--- config.mk ---
export PLATFORM = sky130hd
export DESIGN_NAME = ps2_key_fifo
export DESIGN_NICKNAME = d
export VERILOG_FILES = /design/src/rtl/ps2_key_fifo_pkg.sv /design/src/rtl/ps2_key_fifo_sync_fifo.sv /design/src/rtl/ps2_key_fifo.sv
export SDC_FILE = /design/constraint.sdc
export NUM_CORES = 1
export LEC_CHECK = 0
export CORE_UTILIZATION = 35
export CTS_CLUSTER_SIZE = 40
export DETAILED_ROUTE_END_ITERATION = 8
export PLACE_DENSITY_LB_ADDON = 0.15
export SLEW_MARGIN = 20
export SYNTH_ARGS = -nofsm -noshare
export SYNTH_HDL_FRONTEND = slang
export SYNTH_SLANG_ARGS = --single-unit
--- constraint.sdc ---
create_clock -name CLOCK_50 -period 3.1 [get_ports CLOCK_50]
set_clock_uncertainty 0.05 [all_clocks]
set_input_delay 0.465 -clock CLOCK_50 [delete_from_list [all_inputs] [get_ports CLOCK_50]]
set_output_delay 0.465 -clock CLOCK_50 [all_outputs]
set_load 0.05 [all_outputs]
--- src/rtl/ps2_key_fifo_pkg.sv ---
// ps2_key_fifo_pkg: shared address, vector, read-word layout and IRQ states for the keyboard FIFO.
package ps2_key_fifo_pkg;

    localparam logic [31:0] Key_base      = 32'h0000_0040;
    localparam logic [3:0]  KEY_VECTOR    = 4'd1;
    localparam int          KEY_VALID_BIT = 8;
    localparam int          KEY_OVF_BIT   = 9;

    typedef enum logic [1:0] {
        IRQ_IDLE,
        IRQ_PEND,
        IRQ_ACKED
    } irq_state_e;

    function automatic logic [63:0] key_word(input logic ovf, input logic valid, input logic [7:0] code);
        logic [63:0] w;
        w                = 64'd0;
        w[7:0]           = code;
        w[KEY_VALID_BIT] = valid;
        w[KEY_OVF_BIT]   = ovf;
        return w;
    endfunction

endpackage

--- src/rtl/ps2_key_fifo_sync_fifo.sv ---
// sync_fifo: power-of-two circular buffer; a pop on a full FIFO lets a same-cycle push land.
module sync_fifo
    import ps2_key_fifo_pkg::*;
#(
    parameter int WIDTH = 8,
    parameter int DEPTH = 8
) (
    input  logic                     clk,
    input  logic                     rst_n,
    input  logic                     push_i,
    input  logic                     pop_i,
    input  logic [WIDTH-1:0]         data_i,
    output logic [WIDTH-1:0]         data_o,
    output logic                     full_o,
    output logic                     empty_o,
    output logic [$clog2(DEPTH):0]   count_o
);

    localparam int AW = $clog2(DEPTH);

    logic [WIDTH-1:0] mem_q [DEPTH];
    logic [AW-1:0]    wr_ptr_q;
    logic [AW-1:0]    rd_ptr_q;
    logic [AW:0]      count_q;
    logic [AW:0]      count_d;
    logic             do_push;
    logic             do_pop;

    assign empty_o = count_q == '0;
    assign full_o  = count_q == (AW+1)'(DEPTH);
    assign do_pop  = pop_i & ~empty_o;
    assign do_push = push_i & (~full_o | do_pop);
    assign count_d = count_q + (AW+1)'(do_push) - (AW+1)'(do_pop);
    assign data_o  = mem_q[rd_ptr_q];
    assign count_o = count_q;

    always_ff @(posedge clk or negedge rst_n) begin
        if (!rst_n) begin
            wr_ptr_q <= '0;
            rd_ptr_q <= '0;
            count_q  <= '0;
        end else begin
            if (do_push) wr_ptr_q <= wr_ptr_q + 1'b1;
            if (do_pop)  rd_ptr_q <= rd_ptr_q + 1'b1;
            count_q <= count_d;
        end
    end

    always_ff @(posedge clk) begin
        if (do_push) mem_q[wr_ptr_q] <= data_i;
    end

endmodule

--- src/rtl/ps2_key_fifo.sv ---
// ps2_key_fifo: buffers decoded keystrokes for the slow CPU, serves them at Key_base
// and raises the keyboard interrupt until acknowledged.
module ps2_key_fifo
    import ps2_key_fifo_pkg::*;
#(
    parameter int         DEPTH      = 8,
    parameter logic [3:0] KEY_VECTOR = ps2_key_fifo_pkg::KEY_VECTOR
) (
    input  logic                   CLOCK_50,
    input  logic                   KEY0,
    input  logic                   key_pressed,
    input  logic [7:0]             ascii,
    input  logic                   bus_read_enable,
    input  logic                   key_selected,
    output logic [63:0]            key_read_data,
    output logic [3:0]             interrupt_vector,
    input  logic                   interrupt_ack,
    output logic [$clog2(DEPTH):0] fifo_count
);

    logic                   key_q;
    logic                   rd_q;
    logic                   ovf_q;
    logic                   ovf_d;
    logic [63:0]            word_q;
    logic [63:0]            word_d;
    irq_state_e             irq_q;
    logic [3:0]             vec_q;
    logic                   rd_req;
    logic                   push;
    logic                   pop;
    logic [7:0]             head;
    logic                   full;
    logic                   empty;
    logic [$clog2(DEPTH):0] count;

    // Both strobes are level signals held for many cycles; act only on their rising edges.
    assign rd_req = bus_read_enable & key_selected;
    assign push   = key_pressed & ~key_q & (ascii != 8'd0);
    assign pop    = rd_req & ~rd_q;

    // A pop always frees a slot, so a push coinciding with it is never an overflow.
    assign ovf_d  = pop ? 1'b0 : (push & full) ? 1'b1 : ovf_q;
    assign word_d = pop ? key_word(ovf_q, ~empty, empty ? 8'd0 : head) : word_q;

    sync_fifo #(
        .WIDTH (8),
        .DEPTH (DEPTH)
    ) u_fifo (
        .clk     (CLOCK_50),
        .rst_n   (KEY0),
        .push_i  (push),
        .pop_i   (pop),
        .data_i  (ascii),
        .data_o  (head),
        .full_o  (full),
        .empty_o (empty),
        .count_o (count)
    );

    always_ff @(posedge CLOCK_50 or negedge KEY0) begin
        if (!KEY0) begin
            key_q  <= 1'b0;
            rd_q   <= 1'b0;
            ovf_q  <= 1'b0;
            word_q <= '0;
        end else begin
            key_q  <= key_pressed;
            rd_q   <= rd_req;
            ovf_q  <= ovf_d;
            word_q <= word_d;
        end
    end

    // The ISR drains the FIFO by reading Key_base; the FSM only tracks the ack handshake.
    always_ff @(posedge CLOCK_50 or negedge KEY0) begin
        if (!KEY0) begin
            irq_q <= IRQ_IDLE;
            vec_q <= '0;
        end else begin
            case (irq_q)
                IRQ_IDLE: if (count != '0) begin
                    irq_q <= IRQ_PEND;
                    vec_q <= KEY_VECTOR;
                end
                IRQ_PEND: if (interrupt_ack) begin
                    irq_q <= IRQ_ACKED;
                    vec_q <= '0;
                end
                IRQ_ACKED: if (!interrupt_ack) irq_q <= IRQ_IDLE;
                default: begin
                    irq_q <= IRQ_IDLE;
                    vec_q <= '0;
                end
            endcase
        end
    end

    assign key_read_data    = word_q;
    assign interrupt_vector = vec_q;
    assign fifo_count       = count;

endmodule

After elaboration in Yosys (flattened, before gate mapping)
Memory sizes are Yosys's and may differ from the RTL's. Index checks and enable logic that the tools add are counted.

Memories kept: 1. Word-level logic and storage cells: 52. Output and inout bits: 72. Flip-flop bits (word level): 29. Memory bits (writable): 64. Input port bits: 14.

Memories: u_fifo.mem_q (words 8, width 8, rd ports 1, clocked after Yosys merged registers in 0, wr ports 1, RTL line ps2_key_fifo_sync_fifo.sv:21) `logic [WIDTH-1:0] mem_q [DEPTH];`.

Equality and inequality tests: 6. Multiplexer cells: 12. Bitwise logic cells: 13. Reduce and logical (&&, ||, !) cells: 7. Add/sub/neg operators: 4.

Operators by type and width (number): $pmux W4 S3 (1); $mux W4 (2); $mux W8 (1); $reduce_bool A8 Y1 (1); $and A1 B1 Y1 (7); $add A3 B1 Y3 const B (2); $mux W2 (3); $ne A2 B2 Y1 const B (3); $pmux W2 S3 (1); $reduce_and A3 Y1 (2); $not A1 Y1 (5); $add A4 B1 Y4 (1); $eq A4 B4 Y1 const B (1); $logic_not A4 Y1 (1); $mux W1 (4); $reduce_bool A4 Y1 (1); $sub A4 B1 Y4 (1); $eq A2 B1 Y1 const B (1); $eq A2 B2 Y1 const B (1); $logic_not A2 Y1 (1); $reduce_bool A2 Y1 (1); $or A1 B1 Y1 (1).

Logic depth before layout (Yosys ltp)
Depth after elaboration: 7. Depth in mapped cells: 10. Depth with buffers taken out: 9.

By module
Synthesis repeated with hierarchy kept, for this count alone.

Cells, all modules: 276. Area, all modules: 4196.5 um2.

By module, submodules not included: sync_fifo (area an instance 3093.0 um2, seq. area each 2172.1 um2, times used 1, cells each 153); ps2_key_fifo (area an instance 1103.6 um2, seq. area each 400.4 um2, times used 1, cells each 123).

Least setup slack after synthesis
OpenSTA, ideal clock, no wires.

Kind: reg2reg. From: register u_fifo.count_q[2] (netlist: u_fifo.count_o[2]). To: memory u_fifo.mem_q[4][0], enable pin. Stages on the path, launching flop included: 7. Path slack: 0.271 ns. Data arrival time: 2.395 ns. Library setup time: 0.383 ns. Path buffers: 0. Cell sequence: dfrtp_1 -> inv_1 -> ha_1 -> nand4bb_1 -> a221oi_2 -> nand2_1 -> nor3_1.

Cells in the longest elaborated chain, start to end: 7.

RTL lines: start, declared (RTL line ps2_key_fifo_sync_fifo.sv:24) `logic [AW:0] count_q;`; start signal, assigned (RTL line ps2_key_fifo_sync_fifo.sv:45) `count_q <= count_d;`; $logic_not A4 Y1 (RTL line ps2_key_fifo_sync_fifo.sv:29) `assign empty_o = count_q == '0;`; $not A1 Y1 (RTL line ps2_key_fifo_sync_fifo.sv:31) `assign do_pop = pop_i & ~empty_o;`; $and A1 B1 Y1 (RTL line ps2_key_fifo_sync_fifo.sv:31); $or A1 B1 Y1 (*) (RTL line ps2_key_fifo_sync_fifo.sv:32) `assign do_push = push_i & (~full_o | do_pop);`; $and A1 B1 Y1 (*) (RTL line ps2_key_fifo_sync_fifo.sv:32); via u_fifo.do_push (RTL line ps2_key_fifo_sync_fifo.sv:26) `logic do_push;`; $mux W1 (*) (RTL line ps2_key_fifo_sync_fifo.sv:50) `if (do_push) mem_q[wr_ptr_q] <= data_i;`; $mux W1 (not written as such) (*) (RTL line ps2_key_fifo_sync_fifo.sv:50); end, declared (RTL line ps2_key_fifo_sync_fifo.sv:21).

The timed path passes the listed nets; every way through them passes the cells marked *.

Worst setup path after layout
From: input ascii[4]. To: memory u_fifo.mem_q[1][4], enable pin.

Cells in the longest elaborated chain, start to end: 5.

RTL lines: start, declared (RTL line ps2_key_fifo.sv:12) `input logic [7:0] ascii,`; $reduce_bool A8 Y1 (RTL line ps2_key_fifo.sv:39) `assign push = key_pressed & ~key_q & (ascii != 8'd0);`; $and A1 B1 Y1 (RTL line ps2_key_fifo.sv:39); $and A1 B1 Y1 (RTL line ps2_key_fifo_sync_fifo.sv:32); via u_fifo.do_push (RTL line ps2_key_fifo_sync_fifo.sv:26); $mux W1 (RTL line ps2_key_fifo_sync_fifo.sv:50); $mux W1 (not written as such) (RTL line ps2_key_fifo_sync_fifo.sv:50).

The timed path passes the listed nets, and every way through them passes these cells.

==> results.rst <==
.. list-table::
   :header-rows: 1

   * - Metric
     - Value
   * - Number of buffers created by CTS
     - 9
   * - Post-synth top area share
     - 47.09%
   * - Power density over the cells
     - 914.1 nW/um^2
   * - Endpoint of the most critical register-to-register path
     - u_fifo.mem_q[1][4]
   * - Total buffers and inverters traversed by the critical path
     - 2
   * - Startpoint of the worst setup timing path
     - ascii[4]
   * - Number of nets at the end of the flow
     - 330
   * - Outcome
     - complete, no violations
   * - Distinct cell type count of the synthesized netlist
     - 30
   * - Hold slack
     - 0.4314 ns
   * - Largest area contributor in the synthesized netlist
     - sky130_fd_sc_hd__edfxtp_1
   * - Category of the worst setup path capture point
     - register
   * - Top area cells in the synthesized netlist
     - sky130_fd_sc_hd__edfxtp_1 (47%), sky130_fd_sc_hd__dfrtp_1 (16%), sky130_fd_sc_hd__buf_4 (10%)
   * - Max capacitance violation total
     - 0
   * - Met3 usage
     - 3.116%
   * - Routed vias
     - 2,037
   * - Most common cell in the synthesized netlist
     - sky130_fd_sc_hd__edfxtp_1
   * - Final Setup Violations
     - 0
   * - M2 GR Usage
     - 22.32%
   * - Post-synthesis instance total
     - 256
   * - Total of warnings raised by yosys
     - 0
   * - LEAKAGE
     - 0.001872 uW
   * - Hold Crit Depth
     - 2
   * - Depth of the worst register-to-register path
     - 7
   * - Post-synthesis register bit count
     - 90
   * - Kind of path behind the tightest hold check
     - register to register
   * - Number of flops mapped to enable cells by yosys
     - 64
   * - Detailed placement HPWL
     - 4.889 mm
   * - Standard-cell row count
     - 39
   * - Total routed wirelength
     - 7.517 mm
   * - Slowest stage cell on the critical path
     - sky130_fd_sc_hd__clkdlybuf4s50_1
   * - Peak-usage layer in the global routing report
     - met2
   * - Top cell types by occurrence after synthesis
     - sky130_fd_sc_hd__edfxtp_1 (64), sky130_fd_sc_hd__buf_4 (57), sky130_fd_sc_hd__dfrtp_1 (26)
   * - Crit path largest cell delay
     - 0.65 ns
   * - Largest fanout of any net on the critical path
     - 9
   * - Global-route wire length before repair
     - 11.45 mm
   * - Kind of start point of the critical path
     - input pin
   * - Average wire per cell in the routed design
     - 16.52 microns
   * - Maximum number of pins on one net before global-route repair
     - 27
   * - Die Height
     - 110.0 microns
   * - GRT Residual Overflow
     - 0
   * - Count of input and output buffers
     - 28
   * - Post CTS Setup Buffer Count
     - 0
   * - Headroom to the max-slew limit
     - 45.12%
   * - Antenna-violating nets left
     - 0
   * - Final critical path time including I/O delays and setup
     - 2.503 ns
   * - CP Depth
     - 6
   * - Number of gates given a new drive strength after cts
     - 0
   * - Drt via density
     - 4.477
   * - Crit path max-delay family
     - buffers and inverters
   * - H-Tree Level Count
     - 3
   * - Overall fraction of global-route tracks in use
     - 13.91%
   * - Antenna violations before repair
     - 0
   * - Clk Tree Root Cell
     - sky130_fd_sc_hd__clkbuf_16
   * - Combined area of the multi-input logic cells
     - 1191 sq um
   * - Data required time at the worst endpoint
     - 3.08 ns
   * - CTS clk-pin slew, worst paths
     - 0.06 ns
   * - Boundary Pins
     - 86
   * - Portion of the post-synthesis area used by sequential elements
     - 63.03%
   * - Final period utilization
     - 80.74%
   * - Peak clock frequency supported by timing
     - 399.5 MHz
   * - Synth Cell Area
     - 4081 sq um
   * - Critical register-to-register path startpoint
     - u_fifo.count_o[2]
   * - Largest vdd supply drop
     - 0.3721 mV
   * - Met1 track demand over resource
     - 17.87%
   * - Clock latency on the worst-skew pair
     - 0.33 ns
   * - CP Data Arrival Time
     - 2.49 ns
   * - Worst-case clock buffer depth
     - 2
   * - Cell area after layout
     - 4708 sq um
   * - Initial Utilization
     - 35.90%
   * - Number of DRC violations after detailed-routing iteration 0
     - 77
   * - Area of the placeable core
     - 11,370 sq um
   * - Flip-flop cell with the highest count after synthesis
     - sky130_fd_sc_hd__edfxtp_1
   * - Die Wd
     - 110.0 microns
   * - Measured slew at the worst slew-check pin
     - 0.8232 ns
   * - Ratio of cells with drive above 1 in the final layout
     - 16.67%
   * - Number of antenna diodes
     - 0
   * - Vias in the first global route
     - 2,000
   * - Critical Setup Path Class
     - input pin to register
   * - Placed cell area
     - 4414 sq um
   * - Worst reg2reg setup slack
     - 0.61 ns
   * - Storage cell area
     - 2572 sq um
   * - Number of sinks handled by clock tree synthesis
     - 90
   * - Fillcell total
     - 1,050
   * - Share of flip-flops with an asynchronous set or reset after synthesis
     - 28.89%
   * - Cell-by-cell trace of the critical path
     - clkdlybuf4s50_1, nor4_1, a221oi_2, nand2b_1, nor2_1, buf_4
   * - First-pass iteration count of the detailed router
     - 4
   * - CTS hold repair buffers
     - 0
   * - Final Max Tran Viols
     - 0
   * - Synth Area per Inst
     - 15.94 sq um
   * - Die footprint
     - 12,100 sq um
   * - TritonCTS clock tree
     - built
   * - Final GP Congestion
     - 0.6958
   * - Area added between synthesis and finish
     - 15.36%
   * - Final count of hold timing violations
     - 0
   * - Critical path capture point
     - u_fifo.mem_q[1][4]
   * - Sum of negative setup slack
     - 0 ns
   * - Post-route DRC violation count
     - 0
   * - Setup repair after global routing missed its margin
     - false
[worst min-delay path, cell delays in order, from the launching register on]
cell and delay [ns]:
sky130_fd_sc_hd__dfrtp_1 0.35, sky130_fd_sc_hd__nand2_1 0.05, sky130_fd_sc_hd__nand2_1 0.05
[where the power goes]
group / total (uW) / switching (uW) / internal [uW]
Combinational: 1510 / 867 / 644
Clock: 1080 / 450 / 626
Sequential: 1720 / 207 / 1510
Total: 4300 / 1520 / 2780
[metrics by stage]
step / setup WS, ns / total power (uW) / std cells / util [%]
after floorplan: 0.2713 / 2927 / 312 / -
after global placement: 0.3240 / 3283 / 439 / 38.82
after detailed placement: 0.2655 / 3287 / 439 / 38.82
after CTS: 0.5859 / 4374 / 455 / 41.41
after global routing: 0.4227 / 4554 / 455 / 41.41
final: 0.5971 / 4304 / 455 / 41.41
[flip-flops by register name, summed over array words and instances, names as in the netlist]
signal            count
key_q                 1
ovf_q                 1
u_fifo.wr_ptr_q       3
u_fifo.count_o        4
rd_q                  1
u_fifo.rd_ptr_q       3
u_fifo.mem_q         64
interrupt_vector      1
key_read_data        10
irq_q                 2
[worst min-delay path by stage]
| stage | endpoint | start |
|---|---|---|
| after floorplan | interrupt_vector[0] | KEY0 |
| after global placement | key_read_data[9] | ovf_q |
| after detailed placement | irq_q[0] | irq_q[1] |
| after CTS | key_read_data[9] | ovf_q |
| after global routing | key_read_data[9] | ovf_q |
| final | key_read_data[9] | ovf_q |
[cells in the final DEF, fill, tap and decap left out, drive strengths merged, types with 10 or more instances in the layout]
cell / n
clkbuf: 10
mux2: 10
conb: 57
inv: 12
nor2: 10
dfrtp: 26
mux4: 16
edfxtp: 64
clkdlybuf4s50: 28
buf: 20
[cell type report]
cell class,count,area share (%)
Tap cell,143,3.800
Sequential cell,90,54.64
Inverter,11,0.8770
Clock buffer,10,4.863
Timing Repair Buffer,48,9.142
Multi-Input combinational cell,147,25.30
Clock inverter,6,1.382
[kinds of logic (layout without fill, tap and decap cells)]
family / Yosys count / count (layout) / synth area share [%]
adder cells (fa/ha/maj): 9 / 9 / 2.943
flip-flops: 90 / 90 / 63.03
multiplexers: 26 / 26 / 12.51
XOR/XNOR: 7 / 7 / 1.502
AND/OR/NAND/NOR: 29 / 29 / 3.526
buffers and inverters: 75 / 75 / 12.94
AO/OA/AOI/OAI: 19 / 19 / 3.464
other: 1 / 57 / 0.09188
[per-layer routing]
metal / vias to the layer above / part of all wire [%]
met2: 68 / 50
met5: - / 0
met4: 0 / 2.1
met3: 10 / 3.9
met1: 1029 / 44
li1: 930 / -
(Power assumes the default switching activity.)
